===== config.mk =====
export PLATFORM = sky130hd
export DESIGN_NAME = alu_op_sequencer
export DESIGN_NICKNAME = d
export VERILOG_FILES = /design/src/rtl/alu_op_sequencer.sv
export SDC_FILE = /design/constraint.sdc
export NUM_CORES = 1
export LEC_CHECK = 0
export CAP_MARGIN = 20
export CORE_MARGIN = 2
export CORE_UTILIZATION = 43
export CTS_BUF_LIST = sky130_fd_sc_hd__clkbuf_2
export CTS_CLUSTER_DIAMETER = 80
export CTS_CLUSTER_SIZE = 20
export DETAILED_ROUTE_END_ITERATION = 6
export GPL_ROUTABILITY_DRIVEN = 0
export PLACE_DENSITY = 0.82
export SYNTH_ARGS = -nofsm -noshare
export SYNTH_HDL_FRONTEND = slang
export SYNTH_SLANG_ARGS = --single-unit

===== constraint.sdc =====
create_clock -name clk -period 1.9 [get_ports clk]
set_input_delay 0.38 -clock clk [delete_from_list [all_inputs] [get_ports clk]]
set_output_delay 0.38 -clock clk [all_outputs]
set_load 0.02 [all_outputs]

===== src/rtl/alu_op_sequencer.sv =====
// Initiator for the combinational ALU. It registers one operation, holds the ALU inputs for a settle
// window, captures the ALU outputs and returns them on a valid/ready response channel.
module alu_op_sequencer #(
   parameter int unsigned WIDTH         = 32,
   parameter int unsigned SETTLE_CYCLES = 4
) (
   input  logic             clk,
   input  logic             rst_n,

   input  logic             req_valid,
   output logic             req_ready,
   input  logic [WIDTH-1:0] req_a,
   input  logic [WIDTH-1:0] req_b,
   input  logic [2:0]       req_cmd,

   output logic [WIDTH-1:0] alu_operandA,
   output logic [WIDTH-1:0] alu_operandB,
   output logic [2:0]       alu_command,
   input  logic [WIDTH-1:0] alu_result,
   input  logic             alu_carryout,
   input  logic             alu_zero,
   input  logic             alu_overflow,

   output logic             rsp_valid,
   input  logic             rsp_ready,
   output logic [WIDTH-1:0] rsp_result,
   output logic [2:0]       rsp_flags,
   output logic [2:0]       rsp_cmd,

   output logic             busy,
   output logic [15:0]      op_count
);

   // state      | meaning
   // ST_IDLE    | ready for a request, ALU inputs hold the last operation
   // ST_SETTLE  | ALU inputs frozen, counting down the propagation window
   // ST_RESPOND | captured result offered on the response channel
   typedef enum logic [1:0] {
      ST_IDLE    = 2'd0,
      ST_SETTLE  = 2'd1,
      ST_RESPOND = 2'd2
   } state_t;

   // Terminal count is zero, so loading SETTLE_CYCLES-1 places the capture
   // exactly SETTLE_CYCLES edges after the accept edge.
   localparam logic [7:0] CNT_LOAD = 8'(SETTLE_CYCLES - 1);

   state_t             state_q, state_d;
   logic [7:0]         cnt_q, cnt_d;
   logic [WIDTH-1:0]   alu_a_q, alu_a_d;
   logic [WIDTH-1:0]   alu_b_q, alu_b_d;
   logic [2:0]         alu_cmd_q, alu_cmd_d;
   logic [WIDTH-1:0]   rsp_result_q, rsp_result_d;
   logic [2:0]         rsp_flags_q, rsp_flags_d;
   logic [2:0]         rsp_cmd_q, rsp_cmd_d;
   logic               rsp_valid_q, rsp_valid_d;
   logic [15:0]        op_count_q, op_count_d;

   always_comb begin
      state_d      = state_q;
      cnt_d        = cnt_q;
      alu_a_d      = alu_a_q;
      alu_b_d      = alu_b_q;
      alu_cmd_d    = alu_cmd_q;
      rsp_result_d = rsp_result_q;
      rsp_flags_d  = rsp_flags_q;
      rsp_cmd_d    = rsp_cmd_q;
      rsp_valid_d  = rsp_valid_q;
      op_count_d   = op_count_q;

      case (state_q)
         ST_IDLE: begin
            if (req_valid) begin
               alu_a_d   = req_a;
               alu_b_d   = req_b;
               alu_cmd_d = req_cmd;
               rsp_cmd_d = req_cmd;
               cnt_d     = CNT_LOAD;
               state_d   = ST_SETTLE;
            end
         end
         ST_SETTLE: begin
            if (cnt_q != 8'd0) begin
               cnt_d = cnt_q - 8'd1;
            end else begin
               rsp_result_d = alu_result;
               rsp_flags_d  = {alu_overflow, alu_zero, alu_carryout};
               rsp_valid_d  = 1'b1;
               state_d      = ST_RESPOND;
            end
         end
         ST_RESPOND: begin
            // Returning to IDLE here means a request waiting on this edge is taken one edge later.
            if (rsp_ready) begin
               rsp_valid_d = 1'b0;
               op_count_d  = op_count_q + 16'd1;
               state_d     = ST_IDLE;
            end
         end
         default: begin
            state_d     = ST_IDLE;
            rsp_valid_d = 1'b0;
         end
      endcase
   end

   always_ff @(posedge clk or negedge rst_n) begin
      if (!rst_n) begin
         state_q      <= ST_IDLE;
         cnt_q        <= 8'd0;
         alu_a_q      <= '0;
         alu_b_q      <= '0;
         alu_cmd_q    <= 3'd0;
         rsp_result_q <= '0;
         rsp_flags_q  <= 3'd0;
         rsp_cmd_q    <= 3'd0;
         rsp_valid_q  <= 1'b0;
         op_count_q   <= 16'd0;
      end else begin
         state_q      <= state_d;
         cnt_q        <= cnt_d;
         alu_a_q      <= alu_a_d;
         alu_b_q      <= alu_b_d;
         alu_cmd_q    <= alu_cmd_d;
         rsp_result_q <= rsp_result_d;
         rsp_flags_q  <= rsp_flags_d;
         rsp_cmd_q    <= rsp_cmd_d;
         rsp_valid_q  <= rsp_valid_d;
         op_count_q   <= op_count_d;
      end
   end

   assign req_ready    = (state_q == ST_IDLE);
   assign busy         = (state_q != ST_IDLE);
   assign alu_operandA = alu_a_q;
   assign alu_operandB = alu_b_q;
   assign alu_command  = alu_cmd_q;
   assign rsp_valid    = rsp_valid_q;
   assign rsp_result   = rsp_result_q;
   assign rsp_flags    = rsp_flags_q;
   assign rsp_cmd      = rsp_cmd_q;
   assign op_count     = op_count_q;

endmodule


==> results.ini <==
[synthesis]
synth_common_cells=nand2_1 (213), dfrtp_1 (129), mux2_2 (29), xnor2_1 (11)
synth_fp_nets=596
syn_inst=487
synth_edf_count=0
synth_top_area_cell=dfrtp_1
yosys.area_share.simple_pct=20.93
syn_area_mm2=0.005147
yosysTopAreaCellShare_pct=62.71
synth_cell_types=40
synthAdderAreaFrac_pct=0.7292
synth_seq_cells=129
yosysMostFrequentCell=nand2_1
yosysWarnings=0
avgSynthCellArea_um2=10.57
synthMuxAreaShare_pct=8.289
synth_compound_area_share_pct=2.139
ys_seq_area_share_pct=62.71
async_reset_ff_share_pct=100.0
synth_xor_area_share_pct=2.552
ys_top_cells_by_area=dfrtp_1 (63%), nand2_1 (16%), mux2_2 (6.3%)
synth_top_family_by_area=simple AND/OR/NAND/NOR gates
synth-main-ff-cell=dfrtp_1

[power_and_ir_drop]
ir_drop_uv=841.9
cellPowerDensity_mw_per_mm2=1452
p_leak_nw=3.961
power_mw=11.38

[run]
maxCapViolations=0

[timing]
whs_ns=0.1639
finalHoldViolations=0
post-route-period-util_pct=94.70
setup_viol=0
rsz0062_at_grt=true
max-slew-margin-rel_pct=64.74
period_needed_ns=1.799
worst_pin_slew_ns=0.5249
drv_slew=0
fmax_mhz=555.8
fin_skew_ns=0.01914

[routing]
vias=4335
ant_nets=0
avgRoutedWirePerCell_um=14.87
routed_wl_mm=13.28
viasPerCell=4.854
drc=0
drt_pass1_iterations=4
drt_iter0_drc=261

[min_path]
hold_path.class=in -> async

[floorplan]
die_area_mm2=0.01286
rows=39
core_mm2=0.01156
initial_utilization_pct=44.51
die_w_um=113.4
die_h_um=113.4
io_pins=230

[setup_path]
cp_cell_sequence=nor2_4 > inv_1 > buf_6
start_kind=flip-flop
worst-path-buf-inv=2
cp_top_family=flip-flops
critPathKind=reg -> out
crit_arrival_ns=1.42
cp_max_fo=3
crit_required_ns=1.52
max_stage_delay_ns=0.44
worstSetupEndpointType=primary output
slowest_stage=dfrtp_1

[outcome]
outcome=finished clean

[clocking]
root_buffer=clkbuf_2
cts.htree.levels=4
clockBufferDepth=2
cts_tree=done
clock_sinks=129
insertion_delay_ns=0.66
numCtsBuffers=17
path_clk_slew_ns=0.17

[place]
place_area_mm2=0.007634
dp_hpwl_mm=9.618
io_buffers=229

[finish]
nNetsFinal=846
area_growth_syn_to_layout_pct=52.33
stdcell_area_mm2=0.007841
drive_gt1_share_pct=15.62

[global_routing]
grt_usage_pct=21.71
grt_pass1_wl_mm=22.09
antenna_found_initial=1
overflow=0
grt_pass1_vias=4625
grt_max_degree=71

[final timing paths]
kind | from | endpoint | slack, ns | depth (start not counted)
setup / recovery | state_q[0] | busy | 0.10 | 3
setup reg to reg | cnt_q[0] | cnt_q[6] | 0.10 | 6
hold / removal | rst_n | rsp_result[17] | 0.16 | 2
max in group asynchronous | rst_n | alu_operandB[4] | 1.10 | 3
hold reg to reg | op_count[15] | op_count[15] | 0.49 | 1
min in group clk | req_b[7] | alu_operandB[7] | 0.22 | 3
[cells by family after synthesis]
group	Yosys count
multiplexers	36
adder cells (fa/ha/maj)	3
AND/OR/NAND/NOR	259
AO/OA/AOI/OAI	18
XOR/XNOR	15
buffers and inverters	27
flip-flops	129
[final cells by class]
class / instances / area, um^2
Antenna cell: 1 / 2.502
Clock buffer: 22 / 110.1
Clock inverter: 9 / 67.56
Fill cell: 923 / 3724
Inverter: 4 / 15.01
Multi-Input combinational cell: 331 / 1822
Sequential cell: 129 / 3233
Tap cell: 143 / 178.9
Timing Repair Buffer: 254 / 2412
[placed cells by master, fill, tap and decap left out, drive strengths merged, types with 4 or more instances in the layout]
cell type        n
xnor2           11
a21oi            6
dfrtp          129
dlygate4sd2     79
clkdlybuf4s50  104
nand4            4
o21ai            6
xor2             4
nand3            9
clkbuf          28
nand2          213
nor2             9
clkinv           7
clkdlybuf4s15   36
mux2            35
nor3             5
inv              4
buf             28
[power by group]
part | internal (mW) | leakage, nW | switching [mW] | total (mW)
combinational | 2.36 | 2.24 | 3.08 | 5.44
clock | 0.466 | 0.124 | 0.917 | 1.38
sequential | 3.88 | 1.59 | 0.680 | 4.56
total | 6.71 | 3.96 | 4.68 | 11.4
[per-stage QoR]
stage                     setup TNS, ns  setup WS, ns  util [%]  cells
after floorplan                       0        0.1537         -    487
after detailed placement              0       0.02096     66.01    845
after global routing           -0.06230      -0.03570     67.80    893
after global placement                0        0.1444     66.01    845
final                                 0        0.1007     67.80    893
after CTS                             0     0.0001479     66.79    882
[metal layers]
layer,global-route usage [%],vias up,share of wire [%]
li1,-,2071,-
met1,25.43,2073,40
met2,36.29,157,50
met3,7.492,34,7.7
met4,9.756,0,2.7
met5,0,-,0
[registers in the layout, indices dropped and copies added (netlist names)]
register	cells
alu_operandA	32
alu_operandB	32
cnt_q	8
op_count	16
rsp_cmd	3
rsp_flags	3
rsp_result	32
rsp_valid	1
state_q	2
[repair_timing]
item,CTS,global route
hold endpoints to repair,129,0
setup buffers,5,10
hold buffers,1,0
gates resized for setup,151,48
setup endpoints to repair,125,52
pin swaps,1,1
Note: power is estimated with default switching activity, not from simulation.
